**config.mk**
```make
export PLATFORM = sky130hd
export DESIGN_NAME = norm_frame_ctrl_flat
export DESIGN_NICKNAME = d
export VERILOG_FILES = /design/src/rtl/norm_frame_ctrl_if.sv /design/src/rtl/norm_frame_ctrl.sv /design/src/flat_wrapper.sv
export SDC_FILE = /design/constraint.sdc
export NUM_CORES = 1
export LEC_CHECK = 0
export CAP_MARGIN = 30
export CELL_PAD_IN_SITES_DETAIL_PLACEMENT = 1
export CELL_PAD_IN_SITES_GLOBAL_PLACEMENT = 1
export CORE_MARGIN = 2
export CORE_UTILIZATION = 40
export CTS_BUF_LIST = sky130_fd_sc_hd__clkbuf_8
export CTS_CLUSTER_SIZE = 14
export DETAILED_ROUTE_END_ITERATION = 6
export HOLD_SLACK_MARGIN = 0.02
export PLACE_DENSITY = 0.72
export SLEW_MARGIN = 30
export SYNTH_ARGS = -nofsm -noshare
export SYNTH_HDL_FRONTEND = slang
export SYNTH_SLANG_ARGS = --single-unit
```
**constraint.sdc**
```tcl
create_clock -name clk_proc -period 4.35 [get_ports clk_proc]
set_input_delay 0.87 -clock clk_proc [delete_from_list [all_inputs] [get_ports clk_proc]]
set_output_delay 0.87 -clock clk_proc [all_outputs]
set_load 0.02 [all_outputs]
```
**src/rtl/norm_frame_ctrl_if.sv**
```systemverilog
`timescale 1ns/1ps
`default_nettype none
// ============================================================================
// Module   : norm_frame_ctrl_if
// Purpose  : Host register bus for norm_frame_ctrl (address, write strobe and
//            data, read strobe, registered read data).
// Revision : 1.0 - initial release
// ============================================================================
interface norm_frame_ctrl_if;
  logic [3:0]  addr_rel_i;
  logic        wr_i;
  logic [31:0] datawr_i;
  logic        rd_i;
  logic [31:0] datard_o;

  // Host side drives the request, controller returns read data
  modport master (output addr_rel_i, output wr_i, output datawr_i,
                  output rd_i, input datard_o);
  modport slave  (input addr_rel_i, input wr_i, input datawr_i,
                  input rd_i, output datard_o);
endinterface
`default_nettype wire

```
**src/rtl/norm_frame_ctrl.sv**
```systemverilog
`timescale 1ns/1ps
`default_nettype none
// ============================================================================
// Module   : norm_frame_ctrl
// Purpose  : Frame gate in front of normhw (enable, decimation, single shot)
//            and a write queue that replays normhw register writes only while
//            the stream is in vertical blank.
// Revision : 1.0 - initial release
// ============================================================================
module norm_frame_ctrl #(
  parameter int DATA_WIDTH = 16,
  parameter int FIFO_DEPTH = 4,
  parameter int NORM_AW    = 4
) (
  input  logic                  clk_proc,
  input  logic                  reset_n,
  input  logic                  in_fv,
  input  logic                  in_dv,
  input  logic [DATA_WIDTH-1:0] in_data,
  output logic                  out_fv,
  output logic                  out_dv,
  output logic [DATA_WIDTH-1:0] out_data,
  norm_frame_ctrl_if.slave      host,
  output logic [NORM_AW-1:0]    norm_addr_o,
  output logic                  norm_wr_o,
  output logic [31:0]           norm_data_o
);

  localparam int PTR_W = $clog2(FIFO_DEPTH);

  // Host-visible registers
  logic               ctrl_en;
  logic               ctrl_ss;
  logic [7:0]         decim;
  logic [NORM_AW-1:0] stage_addr;
  logic [31:0]        stage_data;
  logic               overflow;
  logic [31:0]        rd_data;
  logic [31:0]        rd_mux;

  // Frame tracking
  logic        prev_fv;
  logic        pass;
  logic [7:0]  skip_cnt;
  logic [15:0] frame_cnt;

  // Pending normhw writes
  logic [NORM_AW+31:0] fifo_mem [FIFO_DEPTH];
  logic [PTR_W:0]      wr_ptr;
  logic [PTR_W:0]      rd_ptr;
  logic [PTR_W:0]      fifo_count;
  logic                fifo_empty;
  logic                fifo_full;

  logic frame_start;
  logic frame_end;
  logic start_pass;
  logic pass_now;
  logic decim_wr;
  logic push_req;
  logic push;
  logic pop;

  assign frame_start = in_fv & ~prev_fv;
  assign frame_end   = ~in_fv & prev_fv & pass;
  assign start_pass  = ctrl_en & (skip_cnt == 8'd0);
  assign pass_now    = frame_start ? start_pass : pass;

  assign decim_wr    = host.wr_i & (host.addr_rel_i == 4'd1);
  assign push_req    = host.wr_i & (host.addr_rel_i == 4'd4);

  assign fifo_count  = wr_ptr - rd_ptr;
  assign fifo_empty  = (wr_ptr == rd_ptr);
  assign fifo_full   = (wr_ptr[PTR_W] != rd_ptr[PTR_W]) &&
                       (wr_ptr[PTR_W-1:0] == rd_ptr[PTR_W-1:0]);
  // Fullness is judged on the pre-pop state, so a same-cycle pop never frees room
  assign push        = push_req & ~fifo_full;
  // Replay only when both the input and the delayed output stream are idle
  assign pop         = ~fifo_empty & ~in_fv & ~out_fv;

  assign host.datard_o = rd_data;

  // Read data selection for the host register map
  always_comb begin
    rd_mux = 32'd0;
    case (host.addr_rel_i)
      4'd0: rd_mux = {30'd0, ctrl_ss, ctrl_en};
      4'd1: rd_mux = {24'd0, decim};
      4'd2: rd_mux = {13'd0, overflow, pass, ~fifo_empty, frame_cnt};
      4'd3: rd_mux = {{(32-NORM_AW){1'b0}}, stage_addr};
      4'd4: rd_mux = stage_data;
      4'd5: rd_mux = {{(31-PTR_W){1'b0}}, fifo_count};
      default: rd_mux = 32'd0;
    endcase
  end

  // Host register writes, registered reads and overflow sticky flag
  always_ff @(posedge clk_proc or negedge reset_n) begin
    if (!reset_n) begin
      ctrl_en    <= 1'b0;
      ctrl_ss    <= 1'b0;
      decim      <= 8'd0;
      stage_addr <= '0;
      stage_data <= 32'd0;
      overflow   <= 1'b0;
      rd_data    <= 32'd0;
    end else begin
      if (host.wr_i) begin
        case (host.addr_rel_i)
          4'd0: begin
            ctrl_en <= host.datawr_i[0];
            ctrl_ss <= host.datawr_i[1];
          end
          4'd1: decim      <= host.datawr_i[7:0];
          4'd3: stage_addr <= host.datawr_i[NORM_AW-1:0];
          4'd4: stage_data <= host.datawr_i;
          default: ;
        endcase
      end
      // A completed single-shot frame disarms the gate
      if (frame_end && ctrl_ss) ctrl_en <= 1'b0;
      if (host.rd_i) rd_data <= rd_mux;
      // Clear-on-read of STATUS; a new overflow in the same cycle takes priority
      if (host.rd_i && host.addr_rel_i == 4'd2) overflow <= 1'b0;
      if (push_req && fifo_full) overflow <= 1'b1;
    end
  end

  // Frame start/end detection, pass latch, decimation and frame counting
  always_ff @(posedge clk_proc or negedge reset_n) begin
    if (!reset_n) begin
      prev_fv   <= 1'b1;  // drop a frame already running at reset release
      pass      <= 1'b0;
      skip_cnt  <= 8'd0;
      frame_cnt <= 16'd0;
    end else begin
      prev_fv <= in_fv;
      if (frame_start) begin
        pass <= start_pass;
        if (start_pass)              skip_cnt <= decim;
        else if (skip_cnt != 8'd0)   skip_cnt <= skip_cnt - 8'd1;
      end
      if (decim_wr)  skip_cnt  <= 8'd0;
      if (frame_end) frame_cnt <= frame_cnt + 16'd1;
    end
  end

  // Gated stream towards normhw, one cycle behind the input
  always_ff @(posedge clk_proc or negedge reset_n) begin
    if (!reset_n) begin
      out_fv   <= 1'b0;
      out_dv   <= 1'b0;
      out_data <= '0;
    end else begin
      out_fv <= in_fv & pass_now;
      out_dv <= in_fv & in_dv & pass_now;
      if (in_fv && in_dv && pass_now) out_data <= in_data;
    end
  end

  // Queue storage; flushing is done through the pointers
  always_ff @(posedge clk_proc) begin
    if (push) fifo_mem[wr_ptr[PTR_W-1:0]] <= {stage_addr, host.datawr_i};
  end

  // Queue pointers and replay of the head entry onto the normhw slave port
  always_ff @(posedge clk_proc or negedge reset_n) begin
    if (!reset_n) begin
      wr_ptr      <= '0;
      rd_ptr      <= '0;
      norm_wr_o   <= 1'b0;
      norm_addr_o <= '0;
      norm_data_o <= 32'd0;
    end else begin
      norm_wr_o <= pop;
      if (push) wr_ptr <= wr_ptr + 1'b1;
      if (pop) begin
        rd_ptr <= rd_ptr + 1'b1;
        {norm_addr_o, norm_data_o} <= fifo_mem[rd_ptr[PTR_W-1:0]];
      end
    end
  end

endmodule
`default_nettype wire

```
**src/flat_wrapper.sv**
```systemverilog
// flat-port wrapper written by rule: the top's interface ports become plain ports
module norm_frame_ctrl_flat 
#(
  parameter int DATA_WIDTH = 16,
  parameter int FIFO_DEPTH = 4,
  parameter int NORM_AW    = 4
)
  (clk_proc, reset_n, in_fv, in_dv, in_data, out_fv, out_dv, out_data, norm_addr_o, norm_wr_o, norm_data_o, host_addr_rel_i, host_wr_i, host_datawr_i, host_rd_i, host_datard_o);
  norm_frame_ctrl_if host_i ();
  input  logic clk_proc;
  input  logic reset_n;
  input  logic in_fv;
  input  logic in_dv;
  input  logic [DATA_WIDTH-1:0] in_data;
  output logic out_fv;
  output logic out_dv;
  output logic [DATA_WIDTH-1:0] out_data;
  output logic [NORM_AW-1:0] norm_addr_o;
  output logic norm_wr_o;
  output logic [31:0] norm_data_o;
  input wire logic [$bits(host_i.addr_rel_i)-1:0] host_addr_rel_i;
  input wire logic [$bits(host_i.wr_i)-1:0] host_wr_i;
  input wire logic [$bits(host_i.datawr_i)-1:0] host_datawr_i;
  input wire logic [$bits(host_i.rd_i)-1:0] host_rd_i;
  output wire logic [$bits(host_i.datard_o)-1:0] host_datard_o;
  assign host_i.addr_rel_i = host_addr_rel_i;
  assign host_i.wr_i = host_wr_i;
  assign host_i.datawr_i = host_datawr_i;
  assign host_i.rd_i = host_rd_i;
  assign host_datard_o = host_i.datard_o;
  norm_frame_ctrl #(.DATA_WIDTH(DATA_WIDTH), .FIFO_DEPTH(FIFO_DEPTH), .NORM_AW(NORM_AW)) u_core (.clk_proc(clk_proc), .reset_n(reset_n), .in_fv(in_fv), .in_dv(in_dv), .in_data(in_data), .out_fv(out_fv), .out_dv(out_dv), .out_data(out_data), .host(host_i), .norm_addr_o(norm_addr_o), .norm_wr_o(norm_wr_o), .norm_data_o(norm_data_o));
endmodule
```
[After elaboration in Yosys (flattened, before gate mapping)]
Memory sizes are Yosys's and may differ from the RTL's. A register that Yosys moved wholly into a read port is not among the register bits.
Index checks and enable logic that the tools add are counted.
Word-level totals
  memories kept: 1
  register bits: 130
  memory bits (writable): 144
  word-level logic and storage cells: 82
Operators by class
  equal/unequal tests: 8
  reduce and logical (&&, ||, !) cells: 21
  mux-type cells: 13
  bitwise operators: 17
  $add $sub $neg: 5
Memory list
  u_core.fifo_mem: words 4, bits a word 36, read ports 1, clocked after memory_dff 1, wr ports 1, line norm_frame_ctrl.sv:48  | logic [NORM_AW+31:0] fifo_mem [FIFO_DEPTH];
Operators with widths (count)
  one-hot mux 32 bit (6 select lines): 1
  two-way mux 8 bit: 4
  adder 16 x 1 -> 16 bit (second input constant): 1
  AND 1 bit: 12
  AND reduction 2 bit: 6
  == test 4 x 2 -> 1 bit (second input constant): 2
  == test 4 x 3 -> 1 bit (second input constant): 2
  zero test 8 bit: 1
  two-way mux 1 bit: 8
  nonzero test 2 bit: 4
  nonzero test 8 bit: 1
  subtractor 8 x 1 -> 8 bit (second input constant): 1
  adder 3 x 1 -> 3 bit (second input constant): 2
  logical AND 1 bit: 6
  inverter 1 bit: 5
  == test 4 x 1 -> 1 bit (second input constant): 1
  zero test 4 bit: 1
  == test 3 bit: 1
  nonzero test 3 bit: 1
  subtractor 3 bit: 1
  == test 2 bit: 1
  zero test 1 bit: 1
  inequality test 1 bit: 1

[Logic depth before layout (Yosys ltp)]
Gate-level depths: netlist of run 1.
  depth in word-level cells: 6
  gate-level depth with buffers: 10
  depth with buffers taken out: 8

[Least setup slack after synthesis of run 1]
Ideal clock, no wire load.
  path kind: reg-to-reg
  from: register u_core.rd_ptr[1]
  to: memory u_core.fifo_mem[3][0] in the netlist's numbering (enable)
  cell stages (with the launch flop): 7
  arrival: 2973 ps
  path slack: 979 ps
  path through: dfrtp_1 clkbuf_1 buf_1 inv_1 ha_1 a311oi_1 and2_1
Between the ends
  longest elaborated chain between the ends: 6
Ends and longest elaborated chain
  start, declared: line norm_frame_ctrl.sv:50  | logic [PTR_W:0] rd_ptr;
  start signal, assigned: line norm_frame_ctrl.sv:178  | rd_ptr <= rd_ptr + 1'b1;
  == test 2 bit: line norm_frame_ctrl.sv:75  | (wr_ptr[PTR_W-1:0] == rd_ptr[PTR_W-1:0]);
  logical AND 1 bit: line norm_frame_ctrl.sv:74  | assign fifo_full = (wr_ptr[PTR_W] != rd_ptr[PTR_W]) &&
  inverter 1 bit: line norm_frame_ctrl.sv:77  | assign push = push_req & ~fifo_full;
  AND 1 bit: line norm_frame_ctrl.sv:77
  two-way mux 1 bit: line norm_frame_ctrl.sv:163  | if (push) fifo_mem[wr_ptr[PTR_W-1:0]] <= {stage_addr, host.datawr_i};
  two-way mux 1 bit (not written as such): line norm_frame_ctrl.sv:163
  end, declared: line norm_frame_ctrl.sv:48
Every way passes these cells.

[Worst setup path after layout of run 1]
  from: input port host_addr_rel_i[0]
  to: memory u_core.fifo_mem[3][31] in the netlist's numbering (enable)
Between the ends
  longest elaborated chain between the ends: 5
Ends and longest elaborated chain
  start, declared: line flat_wrapper.sv:21  | input wire logic [$bits(host_i.addr_rel_i)-1:0] host_addr_rel_i;
  == test 4 x 3 -> 1 bit: line norm_frame_ctrl.sv:70  | assign push_req = host.wr_i & (host.addr_rel_i == 4'd4);
  AND 1 bit: line norm_frame_ctrl.sv:70
  AND 1 bit: line norm_frame_ctrl.sv:77
  two-way mux 1 bit: line norm_frame_ctrl.sv:163
  two-way mux 1 bit (not written as such): line norm_frame_ctrl.sv:163
Every way passes these cells.

==> results.json, run 1 <==
{
  "outcome": "finished, final reports clean",
  "avgSynthCellArea_um2": 16.0,
  "die-width_um": 180,
  "arrival_ns": 3.23,
  "leakage_nw": 5.94,
  "post_dp_cell_area_um2": 14300,
  "grt_pass1_vias": 7987,
  "cts_tree": "yes",
  "fp.dieH_um": 180,
  "globalplace.congestion": 0.812,
  "finalInstanceArea_um2": 15400,
  "post-route-min-period_ns": 2.96,
  "worstSetupEndpointType": "register",
  "seq_area_frac_synth_pct": 68.6,
  "clkSlewWorstSetupHoldPaths_ns": 0.06,
  "critical-path-top-delay-family": "buffers and inverters",
  "critical_path.max_fanout": 21,
  "cts_setup_buffers": 0,
  "post-route-util_pct": 50.5,
  "die_area_um2": 32300,
  "drt_drc_violations_left": 0,
  "num_vias": 7143,
  "cts_hold_buffers": 0,
  "rsz0062_at_grt": "false",
  "antenna_found_initial": 1,
  "relSlewSlack_pct": 41.7,
  "clk-insertion-delay-late_ns": 0.58,
  "num_rows": 64,
  "postCtsResizedCells": 0,
  "ioPinCount": 145,
  "grt_usage_pct": 18.0,
  "path_cells": "clkdlybuf4s50_1 -> or3b_2 -> a311oi_1 -> buf_4 -> and2_2 -> buf_12",
  "fmax_mhz": 338,
  "preCtsSetupSlack_ns": 0.803,
  "ir_drop_mv": 0.323,
  "critical-path-max-stage-delay_ns": 0.65,
  "numPortBuffers": 144,
  "clock_skew_ns": 0.0277,
  "clock-sinks": 310,
  "critPathKind": "in2reg",
  "syn_inst": 774,
  "p_per_area_nw_per_um2": 588,
  "fin_crit_sh_pct": 68.0,
  "tightest_slew_ns": 0.872,
  "critPathBufInv": 3,
  "hold_violations": 0,
  "yosysWarnings": 0,
  "drive_above_1_share_pct": 24.5,
  "syn_nets": 843,
  "final_nets": 1021,
  "grt_first_pass_wirelength_um": 45700,
  "drt_pass1_iterations": 5,
  "cp-start-kind": "primary input",
  "synth_edf_count": 144,
  "cts.path.max_buffers": 3,
  "syn-cell-area_um2": 12400,
  "setup_violations": 0,
  "area_delta_synth_final_pct": 24.6,
  "avgRoutedWirePerCell_um": 20.3,
  "ys.flop_type": "dfrtp_1",
  "route.antenna.remaining_nets": 0,
  "power_mw": 9.05,
  "slowest_stage": "clkdlybuf4s50_1",
  "start_util_pct": 40.5,
  "clock-root-buffer": "clkbuf_8",
  "synthArstFlopShare_pct": 53.5,
  "hp-class": "in2async",
  "cts_max_level": 2,
  "maxCapViolations": 0,
  "vias_per_cell": 5.13,
  "overflow": 0,
  "dp.cells": 1295,
  "fillers": 2960,
  "post_layout_nonfiller_instances": 1392,
  "ys_ff_latch": 310,
  "wl_um": 28200,
  "reg2reg_slack_ns": 1.74,
  "cts_inserted_buffers": 51,
  "drt_iter0_drc": 363,
  "whs_ns": 0.280,
  "fin_setup_tns_ns": 0,
  "setup_ws_ns": 1.39,
  "coreArea_um2": 30500,
  "grt_max_degree": 60,
  "cp_data_required_time_ns": 4.62,
  "drv_slew": 0,
  "synth.distinct_cells": 61,
  "hpwl_um": 18700
}
[path summary, 6_finish.rpt]
kind,startpoint,endpoint,cells past startpoint
min in group clk_proc,u_core.frame_cnt[15],u_core.frame_cnt[15],1
max in group asynchronous,reset_n,u_core.prev_fv,2
min reg2reg,u_core.frame_cnt[15],u_core.frame_cnt[15],1
max,host_addr_rel_i[0],u_core.fifo_mem[3][31],6
min,reset_n,u_core.norm_addr_o[2],1
max reg2reg,u_core.skip_cnt[0],u_core.out_data[2],6
[placed cells by master (no fill, tap or decap), drive strengths merged, types with 24 or more instances in the layout]
cell type and n:
dfrtp 165, edfxtp 144, clkdlybuf4s50 142, mux2 93, clkbuf 58, nand2 46, inv 45, mux4 36
nand3 25, o21ai 24, nor2 24
[synth_stat cells, types with 7 or more instances]
cell type | count | share of area (%)
mux2_2 | 84 | 7.7
edfxtp_1 | 144 | 35
a22oi_1 | 11 | 0.67
xnor2_1 | 15 | 1.1
o21ai_0 | 24 | 0.97
inv_1 | 31 | 0.94
ha_1 | 10 | 1.0
clkbuf_1 | 24 | 0.73
mux4_2 | 36 | 6.6
dfrtp_1 | 165 | 33
nand3_1 | 25 | 1.0
nand2_1 | 46 | 1.4
mux2_4 | 9 | 1.1
nor2_1 | 23 | 0.70
a31oi_1 | 7 | 0.35
a21oi_1 | 16 | 0.65
nor3_1 | 7 | 0.28
[flip-flops by register name, indices dropped and copies added, names as in the netlist, 8 cells and up]
signal                cells
u_core.decim              8
u_core.skip_cnt           8
u_core.frame_cnt         16
u_core.norm_data_o       32
u_core.out_data          16
u_core.host.datard_o     32
u_core.stage_data        32
u_core.fifo_mem         144
[per-layer routing]
metal | global-route usage, % | part of all wire (%)
met2 | 29.4 | 48
met5 | 0 | 0.039
met1 | 24.3 | 44
met3 | 4.44 | 6.7
met4 | 4.33 | 1.3
[where the power goes]
group | switching, mW | total [mW] | internal, mW
registers | 0.338 | 3.89 | 3.55
clock network | 1.15 | 2.62 | 1.47
logic | 1.21 | 2.54 | 1.33
[cell type report]
class                           count  area (um2)  share of cell area [%]
Clock inverter                     38         279                    1.81
Tap cell                          396         495                    3.22
Clock buffer                       58         798                    5.18
Sequential cell                   310        8480                    55.1
Timing Repair Buffer              161        1600                    10.4
Inverter                           31         116                   0.756
Antenna cell                        1        2.50                  0.0163
Multi-Input combinational cell    397        3620                    23.5
[logic make-up (layout without fill, tap and decap cells)]
kind of cell               count (synthesis)  count (layout)  synth area share [%]
other                                      0               1                     0
muxes                                    135             135                  15.8
DFF                                      310             310                  68.6
buffers and inverters                     67             288                  2.27
AOI/OAI and AO/OA                         85              85                  4.57
adders and majority gates                 11              11                  1.17
xor gates and xnor gates                  21              21                  1.49
and+or+nand+nor                          145             145                  6.11
No activity file was read; power rests on OpenSTA's default activity.
==> run 2: changes to the inputs <==
==> constraint.sdc (replaced) <==
create_clock -name clk_proc -period 2.8 [get_ports clk_proc]
set_input_delay 0.56 -clock clk_proc [delete_from_list [all_inputs] [get_ports clk_proc]]
set_output_delay 0.56 -clock clk_proc [all_outputs]
set_load 0.02 [all_outputs]
==> results.json, run 2 (same netlist as run 1, synthesis figures left out) <==
{
  "outcome": "finished, final reports clean",
  "die_area_um2": 32300,
  "hpwl_um": 19900,
  "ioPinCount": 145,
  "drv_slew": 0,
  "cp_data_required_time_ns": 3.26,
  "cts_max_level": 2,
  "avgRoutedWirePerCell_um": 20.9,
  "clkPwrFrac_pct": 28.5,
  "worstSetupEndpointType": "register",
  "final_common_cell": "dfrtp_1",
  "numPortBuffers": 144,
  "hold_violations": 0,
  "combPwrFrac_pct": 28.7,
  "critical_path.max_fanout": 17,
  "maxCapViolations": 0,
  "drt_pass1_iterations": 5,
  "drt_drc_violations_left": 0,
  "num_vias": 7399,
  "globalplace.congestion": 0.835,
  "dp.cells": 1320,
  "whs_ns": 0.470,
  "post-route-min-period_ns": 2.59,
  "critPathKind": "reg2reg",
  "wl_um": 29600,
  "setup_violations": 0,
  "drt_iter0_drc": 389,
  "largest_register_ffs": 144,
  "grt_pass1_vias": 8061,
  "post_layout_nonfiller_instances": 1418,
  "num_rows": 64,
  "cts.path.max_buffers": 3,
  "drive_above_1_share_pct": 25.6,
  "cts_tree": "yes",
  "vias_per_cell": 5.22,
  "relSlewSlack_pct": 49.6,
  "route.antenna.remaining_nets": 0,
  "area_delta_synth_final_pct": 27.1,
  "rr_worst_depth": 6,
  "coreArea_um2": 30500,
  "grt_usage_pct": 18.6,
  "clk-insertion-delay-late_ns": 0.58,
  "cp-start-kind": "register",
  "fp.dieH_um": 180,
  "swShare_pct": 30.2,
  "clock-sinks": 310,
  "cts_inserted_buffers": 52,
  "overflow": 0,
  "tightest_slew_ns": 0.756,
  "cts_setup_buffers": 0,
  "clock-root-buffer": "clkbuf_8",
  "fmax_mhz": 385,
  "fin_crit_sh_pct": 92.7,
  "critical-path-max-stage-delay_ns": 0.51,
  "finalInstanceArea_um2": 15700,
  "diodes": 0,
  "final_cell_mix": "dfrtp_1, edfxtp_1, clkdlybuf4s50_1, mux2_2, clkbuf_8",
  "switchingPower_mw": 4.28,
  "p_per_area_nw_per_um2": 901,
  "ir_drop_mv": 0.544,
  "grt_max_degree": 52,
  "final_nets": 1048,
  "grt_first_pass_wirelength_um": 47300,
  "reg2reg_slack_ns": 0.21,
  "die-width_um": 180,
  "p_int_mw": 9.88,
  "post_dp_cell_area_um2": 14600,
  "path_cells": "inv_1 -> ha_1 -> or4b_4 -> o41a_4 -> nor2_8 -> mux2_2",
  "p_seq_share_pct": 42.7,
  "clkSlewWorstSetupHoldPaths_ns": 0.06,
  "leakage_nw": 6.12,
  "slowest_stage": "or4b_4",
  "antenna_found_initial": 0,
  "rsz0062_at_grt": "false",
  "hp-class": "in2async",
  "start_util_pct": 40.5,
  "fin_setup_tns_ns": 0,
  "arrival_ns": 3.05,
  "power_mw": 14.2,
  "clock_skew_ns": 0.0138
}
-- run 2: cell count changes in the layout (fill, tap and decap cells not counted), sizes merged --
cell / before / now
dlygate4sd3: 0 / 1
inv: 45 / 53
diode: 1 / 0
clkinv: 20 / 10
bufinv: 4 / 3
buf: 19 / 44
clkinvlp: 0 / 2
clkbuf: 58 / 60
-- run 2: power groups by stage --
stage / combinational [mW] / clock, mW / sequential (mW)
6_report: 4.07 / 4.04 / 6.05
5_1_grt: 4.38 / 4.38 / 6.14
4_1_cts: 4.14 / 4.15 / 6.05
3_5_place_dp: 4.10 / 0 / 6.12
3_3_place_gp: 4.02 / 0 / 6.09
2_1_floorplan: 2.04 / 0 / 6.45
-- run 2: per-layer routing --
layer / part of all wire, % / up-vias / GRT usage (%)
li1: - / 3315 / -
met3: 5.3 / 36 / 4.19
met5: 0 / - / 0
met4: 1.5 / 0 / 4.81
met2: 49 / 196 / 31.0
met1: 44 / 3852 / 24.8
-- run 2: final timing paths --
path	startpoint	endpoint
hold reg to reg	u_core.frame_cnt[15]	u_core.frame_cnt[15]
min in group clk_proc	u_core.frame_cnt[15]	u_core.frame_cnt[15]
setup reg to reg	u_core.skip_cnt[0]	u_core.out_data[6]
hold / removal	reset_n	u_core.host.datard_o[28]
max in group asynchronous	reset_n	u_core.prev_fv
setup / recovery	u_core.skip_cnt[0]	u_core.out_data[6]
-- run 2: what timing repair did --
| item | CTS | global route |
|---|---|---|
| gates resized for setup | 0 | 0 |
| hold buffers | 1 | 0 |
| hold endpoints to repair | 35 | 0 |
-- run 2: layout make-up --
type                    count  area, um2
flip-flops and latches    310       8480
clock inverters            37        241
repair buffers            187       1910
well taps                 396        495
fillers                  2948      14800
inverters                  31        116
multi-input cells         397       3630
clock buffers              60        826
-- run 2: per-stage QoR --
step	setup WS, ns	util (%)
after floorplan	0.115	-
after global placement	-0.00168	47.9
after detailed placement	-0.0276	47.9
after CTS	0.192	51.5
after global routing	0.0967	51.5
final	0.205	51.5
-- run 2: critical path, delay by kind of cell, from the launching register on --
kind | cells | cell delay [ns]
compound gates | 1 | 0.48
fa+ha+maj | 1 | 0.21
buf+inv | 1 | 0.13
flops | 1 | 0.43
mux | 1 | 0.38
simple gates | 2 | 0.83
